===== src/rtl/bids22_cmd_issuer.sv =====
// Command issuer in front of the BIDS22 bid controller. Host commands are buffered in a FIFO and
// issued one at a time on C_op/C_data/C_start. Each one gets a response with its result code.
module bids22_cmd_issuer #(
  parameter int unsigned DEPTH   = 4,
  parameter int unsigned TIMEOUT = 64
) (
  input  logic        clk,
  input  logic        reset,
  input  logic        cmd_valid,
  output logic        cmd_ready,
  input  logic [3:0]  cmd_op,
  input  logic [31:0] cmd_data,
  output logic [3:0]  C_op,
  output logic [31:0] C_data,
  output logic        C_start,
  input  logic        ready,
  input  logic [2:0]  err,
  output logic        rsp_valid,
  input  logic        rsp_ready,
  output logic [3:0]  rsp_op,
  output logic [2:0]  rsp_err,
  output logic [15:0] issued_count,
  output logic [15:0] error_count,
  output logic        busy
);

  localparam int unsigned AW = (DEPTH > 1) ? $clog2(DEPTH) : 1;
  localparam int unsigned PW = AW + 1;
  localparam int unsigned CW = $clog2(TIMEOUT);

  localparam logic [3:0]  OP_NOP      = 4'd0;
  localparam logic [3:0]  OP_LAST     = 4'd10;
  localparam logic [2:0]  ERR_TIMEOUT = 3'b111;
  localparam logic [2:0]  ERR_ILLEGAL = 3'b110;
  localparam logic [15:0] CNT_MAX     = 16'hFFFF;

  typedef struct packed {
    logic [3:0]  op;
    logic [31:0] data;
  } cmd_t;

  typedef enum logic [1:0] {IDLE, ISSUE, WAIT, RESP} state_t;

  cmd_t          mem [DEPTH];
  cmd_t          head;
  state_t        state, state_d;
  logic [PW-1:0] wr_ptr, rd_ptr, wr_ptr_d, rd_ptr_d;
  logic [CW-1:0] wait_cnt, wait_cnt_d;
  logic          push, pop, empty, full_d;
  logic [3:0]    c_op_d, rsp_op_d;
  logic [31:0]   c_data_d;
  logic          rsp_valid_d;
  logic [2:0]    rsp_err_d;
  logic [15:0]   issued_d, error_d;

  assign push    = cmd_valid && cmd_ready;
  assign empty   = (wr_ptr == rd_ptr);
  assign head    = mem[rd_ptr[AW-1:0]];
  // The strobe must coincide with the cycle the controller is seen ready.
  assign C_start = (state == ISSUE) && ready;

  // FIFO storage; contents are don't-care until written.
  always_ff @(posedge clk) begin
    if (push) begin
      mem[wr_ptr[AW-1:0]] <= '{op: cmd_op, data: cmd_data};
    end
  end

  // Next-state and next-output logic.
  always_comb begin
    state_d     = state;
    pop         = 1'b0;
    c_op_d      = C_op;
    c_data_d    = C_data;
    rsp_valid_d = rsp_valid;
    rsp_op_d    = rsp_op;
    rsp_err_d   = rsp_err;
    issued_d    = issued_count;
    error_d     = error_count;
    wait_cnt_d  = wait_cnt;

    case (state)
      IDLE: begin
        if (!empty) begin
          pop = 1'b1;
          if (head.op == OP_NOP) begin
            rsp_valid_d = 1'b1;
            rsp_op_d    = head.op;
            rsp_err_d   = 3'b000;
            state_d     = RESP;
          end else if (head.op <= OP_LAST) begin
            c_op_d   = head.op;
            c_data_d = head.data;
            state_d  = ISSUE;
          end else begin
            rsp_valid_d = 1'b1;
            rsp_op_d    = head.op;
            rsp_err_d   = ERR_ILLEGAL;
            state_d     = RESP;
          end
        end
      end
      ISSUE: begin
        if (ready) begin
          wait_cnt_d = '0;
          if (issued_count != CNT_MAX) begin
            issued_d = issued_count + 16'd1;
          end
          state_d = WAIT;
        end
      end
      WAIT: begin
        // Completion takes priority over a timeout landing in the same cycle.
        if (ready) begin
          rsp_valid_d = 1'b1;
          rsp_op_d    = C_op;
          rsp_err_d   = err;
          state_d     = RESP;
        end else if (wait_cnt == CW'(TIMEOUT - 1)) begin
          rsp_valid_d = 1'b1;
          rsp_op_d    = C_op;
          rsp_err_d   = ERR_TIMEOUT;
          state_d     = RESP;
        end else begin
          wait_cnt_d = wait_cnt + CW'(1);
        end
      end
      RESP: begin
        if (rsp_ready) begin
          rsp_valid_d = 1'b0;
          if ((rsp_err != 3'b000) && (error_count != CNT_MAX)) begin
            error_d = error_count + 16'd1;
          end
          state_d = IDLE;
        end
      end
      default: state_d = IDLE;
    endcase

    wr_ptr_d = wr_ptr + PW'(push);
    rd_ptr_d = rd_ptr + PW'(pop);
    full_d   = (wr_ptr_d[AW] != rd_ptr_d[AW]) && (wr_ptr_d[AW-1:0] == rd_ptr_d[AW-1:0]);
  end

  // State and output registers.
  always_ff @(posedge clk) begin
    if (reset) begin
      state        <= IDLE;
      wr_ptr       <= '0;
      rd_ptr       <= '0;
      wait_cnt     <= '0;
      C_op         <= 4'd0;
      C_data       <= 32'd0;
      rsp_valid    <= 1'b0;
      rsp_op       <= 4'd0;
      rsp_err      <= 3'b000;
      issued_count <= 16'd0;
      error_count  <= 16'd0;
      cmd_ready    <= 1'b1;
      busy         <= 1'b0;
    end else begin
      state        <= state_d;
      wr_ptr       <= wr_ptr_d;
      rd_ptr       <= rd_ptr_d;
      wait_cnt     <= wait_cnt_d;
      C_op         <= c_op_d;
      C_data       <= c_data_d;
      rsp_valid    <= rsp_valid_d;
      rsp_op       <= rsp_op_d;
      rsp_err      <= rsp_err_d;
      issued_count <= issued_d;
      error_count  <= error_d;
      cmd_ready    <= !full_d;
      busy         <= (state_d != IDLE) || (wr_ptr_d != rd_ptr_d);
    end
  end

endmodule


===== config.mk =====
export PLATFORM = sky130hd
export DESIGN_NAME = bids22_cmd_issuer
export DESIGN_NICKNAME = d
export VERILOG_FILES = /design/src/rtl/bids22_cmd_issuer.sv
export SDC_FILE = /design/constraint.sdc
export NUM_CORES = 1
export LEC_CHECK = 0
export CAP_MARGIN = 40
export CORE_UTILIZATION = 50
export CTS_CLUSTER_SIZE = 30
export DETAILED_ROUTE_END_ITERATION = 8
export PLACE_DENSITY = 0.74
export SLEW_MARGIN = 20
export SYNTH_ARGS = -nofsm -noshare
export SYNTH_HDL_FRONTEND = slang
export SYNTH_SLANG_ARGS = --single-unit
export TNS_END_PERCENT = 10

===== constraint.sdc =====
create_clock -name clk -period 6.4 [get_ports clk]
set_input_delay 1.28 -clock clk [delete_from_list [all_inputs] [get_ports clk]]
set_output_delay 1.28 -clock clk [all_outputs]
set_load 0.005 [all_outputs]

=== Word level (Yosys, flattened, before mapping) ===
Memories as Yosys holds them, arrays and structs flattened. A register that Yosys moved wholly into a read port is not among the register bits.
Index checks and enable logic that the tools add are counted.
W data, S select, Z words.

* Output and inout port bits: 79
* Bits in registers: 92
* Memory bits (writable): 144
* Memories kept: 1
* Logic and storage cells: 94
* Input bits: 44

* Bitwise gates (word level): 2
* $add $sub $neg: 5
* Reductions and logical operators: 19
* Magnitude comparators: 1
* Multiplexer cells: 36
* Equal/unequal tests: 17

{| class="wikitable"
|+ Memories
! memory !! depth !! bits a word !! read ports !! clocked after Yosys merged registers in !! wr ports !! line !! text
|-
| mem || 4 || 36 || 1 || 1 || 1 || 44 || <nowiki>cmd_t mem [DEPTH];</nowiki>
|}

{| class="wikitable"
|+ Operators by type and width
! cell !! number
|-
| $add A16 B1 Y16 const B || 2
|-
| $ne A16 B16 Y1 const B || 2
|-
| $mux W4 || 5
|-
| $mux W6 || 3
|-
| $mux W2 || 8
|-
| $mux W3 || 5
|-
| $pmux W6 S2 || 1
|-
| $reduce_and A4 Y1 || 3
|-
| $mux W1 || 10
|-
| $ne A2 B2 Y1 const B || 5
|-
| $pmux W2 S4 || 1
|-
| $pmux W4 S2 || 1
|-
| $add A3 B1 Y3 || 2
|-
| $add A6 B1 Y6 const B || 1
|-
| $eq A6 B6 Y1 const B || 1
|-
| $ne A3 B3 Y1 const B || 2
|-
| $pmux W3 S2 || 1
|-
| $reduce_and A3 Y1 || 2
|-
| $reduce_bool A2 Y1 || 3
|-
| $reduce_bool A3 Y1 || 2
|-
| $reduce_and A5 Y1 || 1
|-
| $eq A2 B2 Y1 const B || 2
|-
| $le A4 B4 Y1 const B || 1
|-
| $logic_and A1 B1 Y1 || 4
|-
| other kinds (11) || 12
|}

=== Longest topological paths before layout ===
Gate-level depths: netlist of the first run.

* Depth after elaboration: 7
* Depth in mapped cells: 9
* Gate-level depth less buffers: 8

=== Least setup slack after synthesis of the first run ===
OpenSTA, ideal clock, no wires.

* Path type: input-to-reg
* From: input port cmd_valid
* To: memory mem[2][0] in the netlist's numbering (enable)
* Data arrival time: 4.065 ns
* Buffers on the path: 0
* Setup time: 0.482 ns
* Required time: 5.918 ns
* Stages on the path: 2
* Slack: 1.854 ns
* Cells stage by stage: nand2_1 -> nor3b_1

* Word-level cells in the longest chain between the ends: 3

{| class="wikitable"
|+ RTL lines
! item !! line !! text
|-
| from (decl) || 9 || <nowiki>input logic cmd_valid,</nowiki>
|-
| $logic_and A1 B1 Y1 || 56 || <nowiki>assign push = cmd_valid && cmd_ready;</nowiki>
|-
| $mux W1 || 64 || <nowiki>if (push) begin</nowiki>
|-
| $mux W1 (implied by the code) || 65 || <nowiki>mem[wr_ptr[AW-1:0]] <= '{op: cmd_op, data: cmd_data};</nowiki>
|-
| to (decl) || 44 ||
|}

Every way passes these cells.

=== Worst setup path in the final report of the first run ===
* From: input port ready
* To: output port C_start

* Word-level cells in the longest chain between the ends: 1

{| class="wikitable"
|+ RTL lines
! item !! line !! text
|-
| from (decl) || 16 || <nowiki>input logic ready,</nowiki>
|-
| $logic_and A1 B1 Y1 || 60 || <nowiki>assign C_start = (state == ISSUE) && ready;</nowiki>
|-
| to (decl) || 15 || <nowiki>output logic C_start,</nowiki>
|}

Every way passes these cells.

==> results of run 1 <==
synthesized netlist by cell type, types with 7 or more instances:
cell type  instances
nand4_1            9
o21ai_0            7
o2111ai_1          7
mux4_2            36
inv_1              7
nor2_1            75
a21oi_1           16
and3_1            10
xor2_1            24
nand2_1           14
edfxtp_1         144
dfxtp_1           92
clkbuf_1          18
nor3_1             7
ha_1               7
mux2i_1           46
xnor2_1           12
cell families (layout without fill, tap and decap cells):
logic type	count (synthesis)	count (layout)	share of synthesized area, %
flip-flops	236	236	66.8
buffers and inverters	36	182	2.09
XOR/XNOR	36	36	3.42
multiplexers	82	82	13.8
AO/OA/AOI/OAI	57	57	4.30
AND/OR/NAND/NOR	158	158	8.63
adder cells (fa/ha/maj)	7	7	0.949
layout make-up:
type | count | area, sq um
clock buffers | 30 | 653
repair buffers | 130 | 1320
clock inverters | 14 | 154
multi-input cells | 340 | 2890
fillers | 1339 | 6530
flip-flops and latches | 236 | 6170
inverters | 8 | 30.0
well taps | 229 | 287
through the flow:
step / utilization (%) / hold WS (ns) / area, sq um
after global routing: 63.8 / 0.522 / 11500
after CTS: 63.8 / 0.497 / 11500
after detailed placement: 59.3 / 0.482 / 10700
after floorplan: - / 0.444 / 9230
final: 63.8 / 0.490 / 11500
after global placement: 59.0 / 0.455 / 10600
sequential cells by signal, indices dropped and copies added (netlist names):
name          flops
rsp_op            4
C_op              4
wait_cnt          6
cmd_ready         1
rd_ptr            3
issued_count     16
error_count      16
C_data           32
state             2
rsp_err           3
mem             144
rsp_valid         1
wr_ptr            3
busy              1
layout by cell type (no fill, tap or decap), types with 6 or more instances in the layout:
master	synthesis	layout
edfxtp_1	144	144
clkdlybuf4s50_1	0	121
dfxtp_1	92	90
nor2_1	75	75
mux2i_1	46	46
mux4_2	36	36
xor2_1	24	24
clkbuf_16	0	24
a21oi_1	16	16
nand2_1	14	14
xnor2_1	12	12
nand4_1	9	9
and3_1	10	9
inv_1	7	7
o21ai_0	7	7
o2111ai_1	7	7
ha_1	7	7
nor3_1	7	6
or3_1	6	6
nor4_1	6	6
nand2b_1	6	6
buf_4	0	6
path summary, 6_finish.rpt:
kind | startpoint | to | cells past startpoint
max | ready | C_start | 4
max reg2reg | rd_ptr[1]$_SDFF_PP0_ | C_data[15]$_SDFFE_PP0P_ | 7
min | C_data[13]$_SDFFE_PP0P_ | C_data[13]$_SDFFE_PP0P_ | 2
min reg2reg | C_data[13]$_SDFFE_PP0P_ | C_data[13]$_SDFFE_PP0P_ | 2
power by group through the flow:
stage / logic, uW / registers, uW / clock network (uW)
after floorplan: 830 / 1900 / 0
after detailed placement: 1160 / 1960 / 0
after CTS: 1160 / 1930 / 1430
final: 1140 / 1930 / 1400
after global routing: 1250 / 1950 / 1490
after global placement: 1120 / 1960 / 0
worst max-delay path, stage by stage:
cell	delay [ns]
clkdlybuf4s50_1	0.62
nand3b_1	0.36
inv_2	0.20
clkdlybuf4s50_1	0.52
layer usage:
layer	routed length [um]	global-route usage, %	vias to the layer above
met5	15	0	-
met4	264	4.11	2
met3	1110	4.30	23
met2	8930	33.9	165
met1	7870	26.9	2728
li1	-	-	2588
==> flow_summary.yaml, run 1 <==
logic_synthesis:
  netlist_instances: 612
  synth_top_cell_by_area: "edfxtp_1"
  synth_area_per_cell_sq_um: 15.1
  synthFlopType: "edfxtp_1"
  async_flop_share_pct: 0
  synth_top_area_share_pct: 46.9
  netlist_area_sq_mm: 0.00923
  synth_edf_count: 144
  yosysUniqueCellTypes: 55
  synth_nets: 663
  synth_warnings: 0
  synth_top_cells_by_area: "edfxtp_1 (47%), dfxtp_1 (20%), mux4_2 (8.8%), mux2i_1 (5.0%), nor2_1 (3.1%)"
  ys_ff_latch: 236
  seq_area_frac_synth_pct: 66.8
global_routing:
  grt_pass1_vias: 5644
  grt_pass1_wl_um: 28900
  grt_max_degree: 52
  gr-total-overflow: 0
  track_usage_pct: 20.1
  antenna_found_initial: 1
floorplan:
  die_h_um: 138
  dieArea_sq_mm: 0.0190
  initial_core_util_pct: 51.2
  core_sq_mm: 0.0180
  die_w_um: 138
  rows: 49
  io_pins: 123
clock_tree:
  numCtsBuffers: 24
  clkSinkCount: 236
  cts-root-buf: "clkbuf_16"
  clkLatencyLatePin_ns: 0.51
  cts_max_level: 1
  cts_tree: "done"
  ctsHoldBuffers: 0
  cts_buffer_depth: 3
  cts_resized: 0
  cts_setup_buffers: 0
  clk_pin_slew_ns: 0.06
pwr:
  p_sw_uw: 1210
  pwr-share-comb_pct: 25.5
  ir_drop_v: 0.000269
  netSwitchingFraction_pct: 27.2
  p_int_uw: 3250
  pwr-share-clk_pct: 31.3
  p_seq_share_pct: 43.1
  p_per_area_mw_per_mm2: 389
  p_leak_uw: 0.00391
  total_power_uw: 4470
timing:
  fmax_mhz: 234
  setup_violations: 0
  finalClockSkew_ns: 0.0195
  post-route-worst-setup-slack_ns: 2.13
  fin_crit_sh_pct: 66.7
  hold_violations: 0
  final-max-slew-violation-count: 0
  finalCriticalPeriod_ns: 4.27
  slew_headroom_pct: 52.6
  rsz0062_at_grt: "no"
  worst_pin_slew_ns: 0.706
  fin_setup_tns_ns: 0
run:
  max-cap-violations: 0
hold_path:
  hold_class: "flip-flop to flip-flop"
route:
  vias: 5506
  ant_nets: 0
  drtIter0Drc: 275
  viasPerCell: 5.58
  wl_per_cell_um: 18.4
  drtPass1Iterations: 4
  wirelength_um: 18200
  drc: 0
critical_path:
  criticalPathCategory: "input pin to output port"
  end_kind: "output port"
  arrival_ns: 2.99
  regToRegSetupSlack_ns: 3.48
  critPathMaxFanout: 11
  startpoint_type: "input pin"
  cp.required_ns: 5.12
cells_and_area:
  drive_gt1_share_pct: 12.4
  finalNetCount: 791
  n_antenna_cell: 0
  final_cells: 987
  syn_to_final_growth_pct: 24.6
placement:
  gp_congestion: 0.871
  dp_hpwl_um: 11300
  port_buffers: 122
  placed_cells: 943
  pre_cts_slack_ns: 2.14
outcome:
  status: "finished clean"
Note: power is estimated with default switching activity, not from simulation.
==> run 2, diff against run 1 <==
Settings changed: CORE_UTILIZATION 50 to 49, PLACE_DENSITY 0.74 to 0.75.
Clock period 6.4 ns to 3.5 ns, I/O delays scaled along.
==> run 2 against run 1 <==
The run now ends with design-rule violations left. First-iteration DRC count increased by 8.0%. Largest power group unchanged. Via count decreased by 0.22%. Power increased by 82%. Setup slack got worse by 1.5 ns. Highest routed layer is now met4. Global-route usage decreased by 1.1 points. Register-to-register slack got worse by 2.7 ns.
==> flow_summary.yaml, run 2 (synthesis gave the netlist of run 1 again) <==
outcome:
  status: "complete, but fails checks"
  violations: "design-rule violations"
global_routing:
  grt_pass1_vias: 5560
  busiest_layer: "met2"
  gr-total-overflow: 0
  grt_util_met1_pct: 25.4
  use_met2_pct: 31.6
  antenna_found_initial: 1
  track_usage_pct: 19.0
  grt_pass1_wl_um: 29100
  grtUsageMet3_pct: 4.65
  grt_max_degree: 49
critical_path:
  cp_top_family: "buffers and inverters"
  crit_path_max_incr_delay_ns: 0.60
  path_buf_inv: 4
  crit_top_cell: "clkdlybuf4s50_1"
  crit_chain: "clkdlybuf4s50_1, nand3b_1, buf_4, inv_2, clkdlybuf4s50_1"
  crit_slowest_cell: "clkdlybuf4s50_1"
  end_kind: "output port"
  arrival_ns: 2.21
  critPathMaxFanout: 11
  startpoint_type: "input pin"
  criticalPathCategory: "input pin to output port"
  cp.required_ns: 2.80
cells_and_area:
  largest_reg_flops: 144
  finalNetCount: 795
  final_cell_mix: "edfxtp_1 (144), clkdlybuf4s50_1 (121), dfxtp_1 (90)"
  layout_commonest_cell: "edfxtp_1"
  drive_gt1_share_pct: 12.9
  syn_to_final_growth_pct: 24.8
  design_area_sq_mm: 0.0115
  multiInputGateArea_sq_mm: 0.00289
  fill_cells: 1328
  seqCellArea_sq_mm: 0.00617
placement:
  gp_congestion: 0.892
  port_buffers: 122
  dpl-instance-area_sq_mm: 0.0107
  dp_hpwl_um: 11500
  pre_cts_slack_ns: 0.622
route:
  vias: 5494
  wirelength_um: 18200
  drtIter0Drc: 297
  wl_per_cell_um: 18.3
  viasPerCell: 5.54
  drc: 24
  drtPass1Iterations: 7
  ant_nets: 0
timing:
  setup_violations: 0
  slew_headroom_pct: 48.0
  worst_pin_slew_ns: 0.775
  hold_violations: 0
  post-route-worst-setup-slack_ns: 0.594
  fmax_mhz: 344
  rsz0062_at_grt: "no"
  finalClockSkew_ns: 0.0171
  finalCriticalPeriod_ns: 2.91
  final-max-slew-violation-count: 0
  fin_setup_tns_ns: 0
  fin_crit_sh_pct: 83.0
  holdWs_ns: 0.488
clock_tree:
  clkLatencyLatePin_ns: 0.52
  cts-root-buf: "clkbuf_16"
  cts_tree: "done"
  cts_max_level: 1
  cts_resized: 0
  numCtsBuffers: 24
  clk_pin_slew_ns: 0.06
  cts_setup_buffers: 0
  clkSinkCount: 236
  cts_buffer_depth: 3
  ctsHoldBuffers: 0
pwr:
  p_per_area_mw_per_mm2: 707
  p_leak_uw: 0.00392
  ir_drop_v: 0.000424
floorplan:
  rows: 49
  io_pins: 123
  die_h_um: 139
  initial_core_util_pct: 50.7
  dieArea_sq_mm: 0.0194
  core_sq_mm: 0.0182
  die_w_um: 139
run:
  max-cap-violations: 0
hold_path:
  hold_class: "flip-flop to flip-flop"
-- run 2: cell count changes in the layout (fill, tap and decap cells not counted), sizes merged --
cell | before | now
buf | 9 | 13
clkbuf | 30 | 25
clkinv | 10 | 14
diode | 0 | 1
inv | 8 | 9
-- run 2: final cells by class --
| type | instances | share of cell area (%) |
|---|---|---|
| inverter | 8 | 0.261 |
| tap | 229 | 2.49 |
| multi-input combinational | 340 | 25.1 |
| antenna | 1 | 0.0217 |
| sequential | 236 | 53.6 |
| timing repair buffer | 134 | 11.7 |
| clock inverter | 19 | 1.57 |
| clock buffer | 25 | 5.25 |
-- run 2: worst register-to-register path: stages, from the launching register on --
cell and delay [ns]:
dfxtp_2 0.33, buf_4 0.49, mux4_2 0.51, nor4_4 0.45
a221o_1 0.37, nand2_1 0.22, mux2i_1 0.19
-- run 2: per-stage QoR --
| step | utilization [%] | total power (uW) | instances |
|---|---|---|---|
| after floorplan | - | 4990 | 612 |
| after global placement | 58.8 | 5670 | 946 |
| after detailed placement | 58.9 | 5720 | 947 |
| after CTS | 63.2 | 8240 | 991 |
| after global routing | 63.2 | 8540 | 991 |
| final | 63.2 | 8140 | 992 |
-- run 2: power by group --
part	leakage [uW]	internal (uW)	switching (uW)
combinational	0.00147	1160	1000
sequential	0.00207	3270	198
clock	0.000388	1480	1030
total	0.00392	5910	2230
-- run 2: per-layer routing --
| metal | share of wire (%) | wire, um |
|---|---|---|
| met1 | 43 | 7870 |
| met2 | 48 | 8740 |
| met3 | 7.1 | 1290 |
| met4 | 1.4 | 247 |
| met5 | 0 | 0 |
-- run 2: worst paths after layout --
path / from / endpoint / slack [ns] / cells past startpoint
worst max-delay path: ready / C_start / 0.59 / 5
worst max register to register: rd_ptr[1]$_SDFF_PP0_ / rsp_err[2]$_SDFFE_PP0P_ / 0.82 / 6
worst min register to register: C_data[12]$_SDFFE_PP0P_ / C_data[12]$_SDFFE_PP0P_ / 0.49 / 2
worst min-delay path: C_data[12]$_SDFFE_PP0P_ / C_data[12]$_SDFFE_PP0P_ / 0.49 / 2
==> run 3, diff against run 2 <==
Settings changed: CORE_UTILIZATION 49 to 50, PLACE_DENSITY 0.75 to 0.74.
Clock period 3.5 ns to 2.77 ns, I/O delays scaled along.
==> run 3 against run 2 <==
The flow now finishes without violations. Clock power up 37%. Clock skew down 0.0046 ns. Flip-flop and latch count unchanged. Routed wire length down 0.48%. Non-clock buffer count up 6. Worst hold slack worse by 0.0090 ns. Critical path depth up 3. Setup slack worse by 0.27 ns. Global-route usage up 0.57 points. First-iteration DRC count down 18%. Combinational power up 30%. Power up 31%. Largest cell class unchanged.
==> flow_summary.yaml, run 3 (synthesis gave the netlist of run 1 again) <==
outcome:
  status: "finished clean"
timing:
  slew_headroom_pct: 48.9
  hold_violations: 0
  final-max-slew-violation-count: 0
  finalCriticalPeriod_ns: 2.45
  fin_setup_tns_ns: 0
  finalClockSkew_ns: 0.0125
  fin_crit_sh_pct: 88.3
  rsz0062_at_grt: "no"
  worst_pin_slew_ns: 0.762
  fmax_mhz: 409
  setup_violations: 0
floorplan:
  rows: 49
  die_w_um: 138
  dieArea_sq_mm: 0.0190
  initial_core_util_pct: 51.2
  core_sq_mm: 0.0180
  io_pins: 123
  die_h_um: 138
run:
  max-cap-violations: 0
cells_and_area:
  layout_commonest_cell: "edfxtp_1"
  finalNetCount: 803
  syn_to_final_growth_pct: 26.3
  n_antenna_cell: 0
  drive_gt1_share_pct: 13.3
  largest_reg_flops: 144
  design_area_sq_mm: 0.0117
  final_cell_mix: "edfxtp_1 (144), clkdlybuf4s50_1 (121), dfxtp_1 (90)"
global_routing:
  grt_pass1_wl_um: 28400
  grt_max_degree: 68
  antenna_found_initial: 0
  gr-total-overflow: 0
  grt_pass1_vias: 5493
  track_usage_pct: 19.6
clock_tree:
  cts_max_level: 1
  ctsHoldBuffers: 0
  clkLatencyLatePin_ns: 0.52
  clkSinkCount: 236
  cts_resized: 0
  numCtsBuffers: 26
  cts_setup_buffers: 0
  clk_pin_slew_ns: 0.06
  cts_buffer_depth: 3
  cts_tree: "done"
  cts-root-buf: "clkbuf_16"
placement:
  dp_hpwl_um: 11200
  gp_congestion: 0.840
  dpl-instance-area_sq_mm: 0.0108
  port_buffers: 122
route:
  vias: 5539
  viasPerCell: 5.53
  ant_nets: 0
  drtIter0Drc: 244
  drc: 0
  drtPass1Iterations: 4
  wirelength_um: 18100
  wl_per_cell_um: 18.0
pwr:
  p_leak_uw: 0.00399
  p_per_area_mw_per_mm2: 912
  total_power_uw: 10600
  ir_drop_v: 0.000686
critical_path:
  cp.required_ns: 3.16
  arrival_ns: 2.84
  critPathMaxFanout: 6
  startpoint_type: "flip-flop"
  criticalPathCategory: "flip-flop to flip-flop"
  end_kind: "flip-flop"
hold_path:
  hold_class: "flip-flop to flip-flop"
-- run 3: cell count changes in the layout (fill, tap and decap cells not counted), moves of 2 or more --
| cell | change |
|---|---|
| buf_12 | +2 |
| buf_4 | +4 |
| clkbuf_1 | +5 |
| clkbuf_16 | +2 |
| clkinv_2 | -3 |
-- run 3: area by class of cell --
| class | instances | area [sq um] |
|---|---|---|
| inverters | 8 | 30.0 |
| flip-flops and latches | 236 | 6170 |
| fillers | 1340 | 6370 |
| repair buffers | 140 | 1420 |
| clock buffers | 32 | 673 |
| well taps | 229 | 287 |
| clock inverters | 16 | 188 |
| multi-input cells | 340 | 2890 |
-- run 3: worst max-delay path, stage by stage, from the launching register on --
cell     delay, ns
dfxtp_1       0.45
xor2_1        0.16
o31ai_1       0.34
inv_1         0.10
ha_1          0.19
ha_1          0.19
xnor2_1       0.25
xnor2_1       0.14
or4_1         0.50
-- run 3: path summary, 6_finish.rpt --
kind,from,to,slack [ns],cells past startpoint
min,wait_cnt[1]$_SDFFE_PP0P_,wait_cnt[1]$_SDFFE_PP0P_,0.48,2
max reg2reg,wr_ptr[0]$_SDFF_PP0_,cmd_ready$_SDFF_PP1_,0.32,8
max,wr_ptr[0]$_SDFF_PP0_,cmd_ready$_SDFF_PP1_,0.32,8
min reg2reg,wait_cnt[1]$_SDFFE_PP0P_,wait_cnt[1]$_SDFFE_PP0P_,0.48,2
-- run 3: per-stage QoR --
| step | util (%) | std cells | hold slack [ns] | setup slack, ns |
|---|---|---|---|---|
| after floorplan | - | 612 | 0.444 | -1.05 |
| after global placement | 59.9 | 953 | 0.458 | 0.242 |
| after detailed placement | 59.9 | 953 | 0.474 | 0.205 |
| after CTS | 64.6 | 1001 | 0.484 | 0.319 |
| after global routing | 64.6 | 1001 | 0.501 | 0.183 |
| final | 64.6 | 1001 | 0.479 | 0.324 |
-- run 3: report_power, final --
part	switching (uW)	total, uW	internal (uW)	leakage, uW
clock	1330	3430	2100	0.000420
sequential	262	4390	4130	0.00207
combinational	1290	2800	1510	0.00150
total	2880	10600	7740	0.00399
-- run 3: per-layer routing --
layer	up-vias	GRT usage (%)	wire [um]
li1	2619	-	-
met1	2751	25.5	7840
met2	137	32.7	8720
met3	32	4.42	1010
met4	0	5.98	494
met5	-	0	0
